`config.mk`:
```
export PLATFORM = sky130hd
export DESIGN_NAME = gcd_client
export DESIGN_NICKNAME = d
export VERILOG_FILES = /design/src/rtl/gcd_client_pkg.sv /design/src/rtl/gcd_lat_counter.sv /design/src/rtl/gcd_client.sv
export SDC_FILE = /design/constraint.sdc
export NUM_CORES = 1
export LEC_CHECK = 0
export CAP_MARGIN = 20
export CORE_MARGIN = 10
export CORE_UTILIZATION = 45
export DETAILED_ROUTE_END_ITERATION = 8
export PLACE_DENSITY = 0.8
export SLEW_MARGIN = 0
export SYNTH_ARGS = -nofsm -noshare
export SYNTH_HDL_FRONTEND = slang
export SYNTH_HIERARCHICAL = 1
export SYNTH_SLANG_ARGS = --single-unit
```
`constraint.sdc`:
```
create_clock -name clock -period 4.2 [get_ports clock]
set_input_delay 0.84 -clock clock [delete_from_list [all_inputs] [get_ports clock]]
set_output_delay 0.84 -clock clock [all_outputs]
set_load 0.05 [all_outputs]
```
`src/rtl/gcd_client_pkg.sv`:
```
// ----------------------------------------------------------------------------
// gcd_client_pkg
//   Shared definitions for the GCD core front-end adapter.
//   - state_t             : client sequencer states (3-bit encoding)
//   - GCD_W_DEFAULT       : default operand/result width (must match the core)
//   - GCD_CW_DEFAULT      : default latency counter width
//   - state_counts()      : true in the states where the latency counter runs
// ----------------------------------------------------------------------------
package gcd_client_pkg;

  localparam int GCD_W_DEFAULT  = 16;
  localparam int GCD_CW_DEFAULT = 8;

  typedef enum logic [2:0] {
    IDLE  = 3'd0,
    REQ_A = 3'd1,
    REL_A = 3'd2,
    REQ_B = 3'd3,
    REL_B = 3'd4,
    RESP  = 3'd5
  } state_t;

  // The accept cycle is counted by loading 1; after that every cycle spent
  // talking to the core counts, while waiting in IDLE or RESP does not.
  function automatic logic state_counts(input state_t s);
    return (s != IDLE) && (s != RESP);
  endfunction

endpackage

```
`src/rtl/gcd_lat_counter.sv`:
```
// ----------------------------------------------------------------------------
// gcd_lat_counter
//   CW-bit saturating latency counter.
//   Ports:
//     clock   in  : clock
//     reset   in  : synchronous active-high reset, clears the count to 0
//     clear   in  : restart a measurement; loads 1 because the cycle in which
//                   the restart happens is itself part of the measurement
//     enable  in  : count one more cycle (ignored while clear is high)
//     count   out : current count, sticks at all-ones once reached
// ----------------------------------------------------------------------------
module gcd_lat_counter
  import gcd_client_pkg::*;
#(
  parameter int CW = GCD_CW_DEFAULT
) (
  input  logic          clock,
  input  logic          reset,
  input  logic          clear,
  input  logic          enable,
  output logic [CW-1:0] count
);

  localparam logic [CW-1:0] CNT_ONE = CW'(1);
  localparam logic [CW-1:0] CNT_MAX = '1;

  logic [CW-1:0] count_reg;
  logic [CW-1:0] count_next;

  always_comb begin
    count_next = count_reg;
    if (clear) begin
      count_next = CNT_ONE;
    end else if (enable && (count_reg != CNT_MAX)) begin
      count_next = count_reg + CNT_ONE;
    end
  end

  always_ff @(posedge clock) begin
    if (reset) begin
      count_reg <= '0;
    end else begin
      count_reg <= count_next;
    end
  end

  assign count = count_reg;

endmodule

```
`src/rtl/gcd_client.sv`:
```
// ----------------------------------------------------------------------------
// gcd_client
//   Front-end adapter sitting directly upstream of the GCD core. Accepts an
//   operand pair on a ready/valid input, feeds the core over its four-phase
//   req/ack protocol on one shared load bus (operand A, then operand B),
//   captures the core's result and returns it on a ready/valid output along
//   with the number of cycles the operation took (saturating).
//
//   Optional feature macro: GCD_CLIENT_ZERO_BYPASS_EN
//     When defined, a pair with a zero operand never reaches the core (the
//     core would never terminate on it); the result in_a | in_b is returned
//     one cycle after accept. When undefined, every pair goes to the core and
//     the source must not issue zero operands.
//
//   Ports:
//     clock, reset          : clock; synchronous active-high reset (also the
//                             core's reset)
//     in_valid/in_ready     : operand handshake, in_ready high only in IDLE
//     in_a, in_b     [W]    : operands
//     out_valid/out_ready   : result handshake, output held until taken
//     out_result     [W]    : gcd(a,b)
//     out_cycles     [CW]   : cycles from accept to out_valid, saturating
//     gcd_req        out    : core req
//     gcd_ack        in     : core ack
//     gcd_load_val   [W]    : core loadVal
//     gcd_result     [W]    : core result
// ----------------------------------------------------------------------------
module gcd_client
  import gcd_client_pkg::*;
#(
  parameter int W  = GCD_W_DEFAULT,
  parameter int CW = GCD_CW_DEFAULT
) (
  input  logic          clock,
  input  logic          reset,
  input  logic          in_valid,
  output logic          in_ready,
  input  logic [W-1:0]  in_a,
  input  logic [W-1:0]  in_b,
  output logic          out_valid,
  input  logic          out_ready,
  output logic [W-1:0]  out_result,
  output logic [CW-1:0] out_cycles,
  output logic          gcd_req,
  input  logic          gcd_ack,
  output logic [W-1:0]  gcd_load_val,
  input  logic [W-1:0]  gcd_result
);

  state_t        state_reg;
  state_t        state_next;
  logic [W-1:0]  a_reg;
  logic [W-1:0]  b_reg;
  logic [W-1:0]  r_reg;
  logic [CW-1:0] cnt;

  logic          accept;        // operand pair taken this cycle
  logic          latch_result;  // core result valid this cycle
  logic          bypass;        // current input pair resolved locally

`ifdef GCD_CLIENT_ZERO_BYPASS_EN
  // gcd(0,x) = x and gcd(0,0) = 0, so an OR of the operands is the answer.
  assign bypass = (in_a == '0) || (in_b == '0);
`else
  assign bypass = 1'b0;
`endif

  // --------------------------------------------------------------------------
  // Sequencer. gcd_req is decoded from state_reg alone, so there is no
  // combinational path from gcd_ack to gcd_req, and req can only rise after
  // the state machine has already seen ack low in the previous REL state.
  // --------------------------------------------------------------------------
  always_ff @(posedge clock) begin
    if (reset) begin
      state_reg <= IDLE;
    end else begin
      state_reg <= state_next;
    end
  end

  always_comb begin
    state_next   = state_reg;
    in_ready     = 1'b0;
    out_valid    = 1'b0;
    out_result   = '0;
    out_cycles   = '0;
    gcd_req      = 1'b0;
    gcd_load_val = '0;
    accept       = 1'b0;
    latch_result = 1'b0;

    case (state_reg)
      IDLE: begin
        in_ready = 1'b1;
        if (in_valid) begin
          accept     = 1'b1;
          state_next = bypass ? RESP : REQ_A;
        end
      end

      REQ_A: begin
        gcd_req      = 1'b1;
        gcd_load_val = a_reg;
        if (gcd_ack) begin
          state_next = REL_A;
        end
      end

      REL_A: begin
        gcd_load_val = a_reg;
        if (!gcd_ack) begin
          state_next = REQ_B;
        end
      end

      REQ_B: begin
        gcd_req      = 1'b1;
        gcd_load_val = b_reg;
        if (gcd_ack) begin
          latch_result = 1'b1;
          state_next   = REL_B;
        end
      end

      REL_B: begin
        gcd_load_val = b_reg;
        if (!gcd_ack) begin
          state_next = RESP;
        end
      end

      RESP: begin
        out_valid  = 1'b1;
        out_result = r_reg;
        out_cycles = cnt;
        if (out_ready) begin
          state_next = IDLE;
        end
      end

      default: begin
        state_next = IDLE;
      end
    endcase
  end

  // --------------------------------------------------------------------------
  // Operand and result registers.
  // --------------------------------------------------------------------------
  always_ff @(posedge clock) begin
    if (reset) begin
      a_reg <= '0;
      b_reg <= '0;
      r_reg <= '0;
    end else begin
      if (accept) begin
        a_reg <= in_a;
        b_reg <= in_b;
        if (bypass) begin
          r_reg <= in_a | in_b;
        end
      end
      if (latch_result) begin
        r_reg <= gcd_result;
      end
    end
  end

  // --------------------------------------------------------------------------
  // Latency measurement: restarted at 1 on accept, then runs while the
  // sequencer is busy with the core.
  // --------------------------------------------------------------------------
  gcd_lat_counter #(
    .CW (CW)
  ) u_lat_counter (
    .clock  (clock),
    .reset  (reset),
    .clear  (accept),
    .enable (state_counts(state_reg)),
    .count  (cnt)
  );

endmodule
```
==> out/results.md <==
| Quantity | Value |
|---|---|
| Total CTS buffers | 9 |
| Combinational Power Share | 18.5% |
| P per Cell Area | 357 mW/mm² |
| Element type at the critical path end | output port |
| Register bit count reported by yosys | 59 |
| Crit Path Class | reg -> out |
| Area taken by multi-input logic gates | 0.00136 mm² |
| Routed wirelength normalized by instance count | 14.6 µm |
| Total non-filler cell area in the finished layout | 0.00380 mm² |
| Clock tree from TritonCTS | built |
| Psw | 391 µW |
| Count of nets left with antenna violations after detail routing | 0 |
| Routed via count | 2642 |
| Int Power | 967 µW |
| Commonest cells after routing, fill and taps aside | 111 x sky130_fd_sc_hd__nand2_1, 94 x sky130_fd_sc_hd__clkdlybuf4s50_1, 59 x sky130_fd_sc_hd__dfxtp_1, 53 x sky130_fd_sc_hd__a21oi_1, 26 x sky130_fd_sc_hd__and2_1 |
| Aggregate global-route resource usage | 15.3% |
| First-pass GRT wire length | 12300 µm |
| Maximum buffer depth of the clock tree | 2 |
| Drt total wl | 7430 µm |
| Transition time of the tightest slew-check pin | 0.993 ns |
| Chip width | 97.4 µm |
| Height of the die | 97.4 µm |
| Count of synthesis-stage warnings from yosys | 6 |
| Reported leakage power | 0.00136 µW |
| Avg Inst Size Synth | 7.78 µm² |
| Diode insertion count for antenna repair | 0 |
| Final hold vios | 0 |
| Aggregate negative setup slack | 0 ns |
| Core box area | 0.00589 mm² |
| Number of global-route vias before repair | 2528 |
| Hold buffer count at cts | 0 |
| Pin count of the biggest net entering global routing | 56 |
| Total nets after synthesis | 401 |
| Filler cell count | 528 |
| Number of instances in the synthesized netlist | 347 |
| NumNets Final | 485 |
| Max IR drop VDD | 0.203 mV |
| Cell area after placement | 0.00362 mm² |
| Post-detail-place hpwl | 5210 µm |
| Clock latency on the worst-skew pair | 0.33 ns |
| Final count of negative-setup-slack endpoints | 0 |
| Area of the mapped netlist | 0.00270 mm² |
| Router iterations before antenna repair | 4 |
| Number of standard-cell rows in the floorplan | 28 |
| Final weighted congestion in routability-driven placement | 0.775 |
| Final count of pins violating max slew | 0 |
| Worst-case clock skew | 0.00869 ns |
| Initial standard-cell utilization of the core | 45.9% |
| Clock Sink Count | 59 |
| Synth-to-layout area growth | 41.0% |
| Maximum fanout count along the critical path | 17 |
| Sequential Area | 0.00118 mm² |
| Worst hold start | r_reg[9] |
| Crit path time final | 3.59 ns |
| Critical Path Source Type | flop |
| Via density | 5.18 |
| Hold Crit Class | reg -> reg |
| Count of max-cap constraint violations | 0 |
| Number of remaining DRC errors | 0 |
| Final cell count without fillers | 510 |
| Total global routing overflow | 0 |
| Clock network fraction of total power | 36.0% |
| Status | complete, no violations |
| Gates resized, CTS repair | 0 |
| Port bufs | 95 |
| Area of the die | 0.00950 mm² |
| Peak clock frequency supported by timing | 279 MHz |
| Slew margin rel. | 33.8% |
| Placed instance count | 495 |
| Clock-pin transition on the worst setup and hold timing paths | 0.07 ns |
| Number of antenna violations at the first check in global routing | 0 |
| Part of the Yosys area used for sequential elements | 43.8% |
| Fraction of layout instances using a drive strength above 1 | 6.21% |
| Unique masters post-synth | 40 |
| Period utilization | 85.4% |
| Clk Tree Root Cell | sky130_fd_sc_hd__clkbuf_8 |
| Endpoint required time on the critical path | 3.36 ns |
| Switching share of power | 28.8% |
| Core Util, Final | 64.6% |
| R2R Path Start | state_reg[2] |
| Most common cell after layout, fill and taps aside | sky130_fd_sc_hd__nand2_1 |
| I/O pin cnt | 96 |
| Count of H-tree levels built during CTS | 3 |
| Critical Path AT | 2.75 ns |
| Number of DRC markers in iteration 0 | 154 |
| Reg power frac | 45.5% |
| Buffer count from post-CTS setup fixing | 0 |
| Start point of the critical path | state_reg[2] |
| Unrepaired setup endpoints after global routing | false |
==> routing by layer <==
metal	share of wire, %	vias to the layer above	GRT usage (%)	routed length [µm]
li1	-	1345	-	-
met2	51	67	26.0	3820
met5	0	-	0	0
met4	1.2	0	7.16	88
met3	5.7	6	4.20	427
met1	42	1224	17.3	3090
==> kinds of logic (layout without fill, tap and decap cells) <==
logic type / count (synthesis) / in the layout / share of synthesized area [%]
adder cells (fa/ha/maj): 1 / 1 / 0.464
buffers and inverters: 28 / 116 / 5.75
XOR/XNOR: 2 / 2 / 0.649
AND/OR/NAND/NOR: 167 / 167 / 29.5
AO/OA/AOI/OAI: 88 / 88 / 19.1
multiplexers: 2 / 2 / 0.742
flip-flops: 59 / 59 / 43.8
==> final timing paths <==
path	to	slack, ns	cells past startpoint
worst max-delay path	gcd_load_val[14]	0.61	4
worst min register to register	r_reg[9]	0.45	2
worst min-delay path	r_reg[9]	0.45	2
worst max register to register	u_lat_counter/count[6]	2.05	7
==> through the flow <==
step           power [µW]  setup WS, ns  hold slack [ns]
3_3_place_gp          878          1.01            0.438
6_report             1360         0.614            0.450
3_5_place_dp          882         0.940            0.444
4_1_cts              1370         0.582            0.453
5_1_grt              1420         0.373            0.472
2_1_floorplan         791          1.25            0.432
==> power by group through the flow <==
stage / Sequential (µW) / Combinational, µW / Clock, µW
after global routing: 624 / 275 / 522
after global placement: 629 / 248 / 0
after detailed placement: 631 / 252 / 0
final: 618 / 251 / 489
after CTS: 618 / 253 / 501
after floorplan: 619 / 173 / 0
==> final cells by class <==
cell class	instances	area share (%)
sequential	59	31.0
clock buffer	10	3.35
inverter	3	0.427
tap	75	2.47
clock inverter	5	1.45
timing repair buffer	98	25.5
multi-input combinational	260	35.8
==> worst max-delay path, cell delays in order, from the launching register on <==
cell                              delay, ns
sky130_fd_sc_hd__dfxtp_1               0.60
sky130_fd_sc_hd__nor3b_2               0.48
sky130_fd_sc_hd__a21o_1                0.34
sky130_fd_sc_hd__a22o_1                0.18
sky130_fd_sc_hd__clkdlybuf4s50_1       0.82
==> cell usage after synthesis <==
cell / count / share of area (%)
sky130_fd_sc_hd__o2111a_1: 1 / 0.42
sky130_fd_sc_hd__a21oi_1: 53 / 9.8
sky130_fd_sc_hd__o211ai_1: 1 / 0.28
sky130_fd_sc_hd__and4b_1: 1 / 0.37
sky130_fd_sc_hd__nand2_1: 111 / 15
sky130_fd_sc_hd__nor3b_2: 2 / 0.93
sky130_fd_sc_hd__and4_2: 2 / 0.74
sky130_fd_sc_hd__nor2b_1: 2 / 0.46
sky130_fd_sc_hd__buf_6: 3 / 1.3
sky130_fd_sc_hd__nor2_1: 2 / 0.28
sky130_fd_sc_hd__ha_1: 1 / 0.46
sky130_fd_sc_hd__buf_4: 4 / 1.1
sky130_fd_sc_hd__and4_1: 2 / 0.65
sky130_fd_sc_hd__nor4_1: 2 / 0.46
sky130_fd_sc_hd__or3_2: 1 / 0.28
sky130_fd_sc_hd__nand2b_1: 1 / 0.23
sky130_fd_sc_hd__a22oi_1: 7 / 1.9
sky130_fd_sc_hd__clkinv_4: 1 / 0.32
sky130_fd_sc_hd__nand3_2: 1 / 0.37
sky130_fd_sc_hd__a31oi_1: 4 / 0.93
sky130_fd_sc_hd__clkbuf_1: 12 / 1.7
sky130_fd_sc_hd__a22o_1: 9 / 2.9
sky130_fd_sc_hd__nor3b_1: 1 / 0.28
sky130_fd_sc_hd__or4b_1: 1 / 0.37
sky130_fd_sc_hd__buf_2: 6 / 1.1
sky130_fd_sc_hd__nand4_1: 3 / 0.70
sky130_fd_sc_hd__o2111ai_1: 1 / 0.32
sky130_fd_sc_hd__xor2_1: 2 / 0.65
sky130_fd_sc_hd__a221oi_1: 1 / 0.32
sky130_fd_sc_hd__or2_2: 1 / 0.23
sky130_fd_sc_hd__o21ai_0: 10 / 1.9
sky130_fd_sc_hd__and2_1: 26 / 6.0
sky130_fd_sc_hd__mux2i_1: 2 / 0.74
sky130_fd_sc_hd__nand3_1: 1 / 0.19
sky130_fd_sc_hd__dfxtp_1: 59 / 44
sky130_fd_sc_hd__a21o_1: 1 / 0.28
sky130_fd_sc_hd__nor3_1: 5 / 0.93
sky130_fd_sc_hd__and3_2: 1 / 0.28
sky130_fd_sc_hd__inv_1: 2 / 0.28
sky130_fd_sc_hd__nand4b_1: 1 / 0.32
Power figures use the tool's default switching activity.
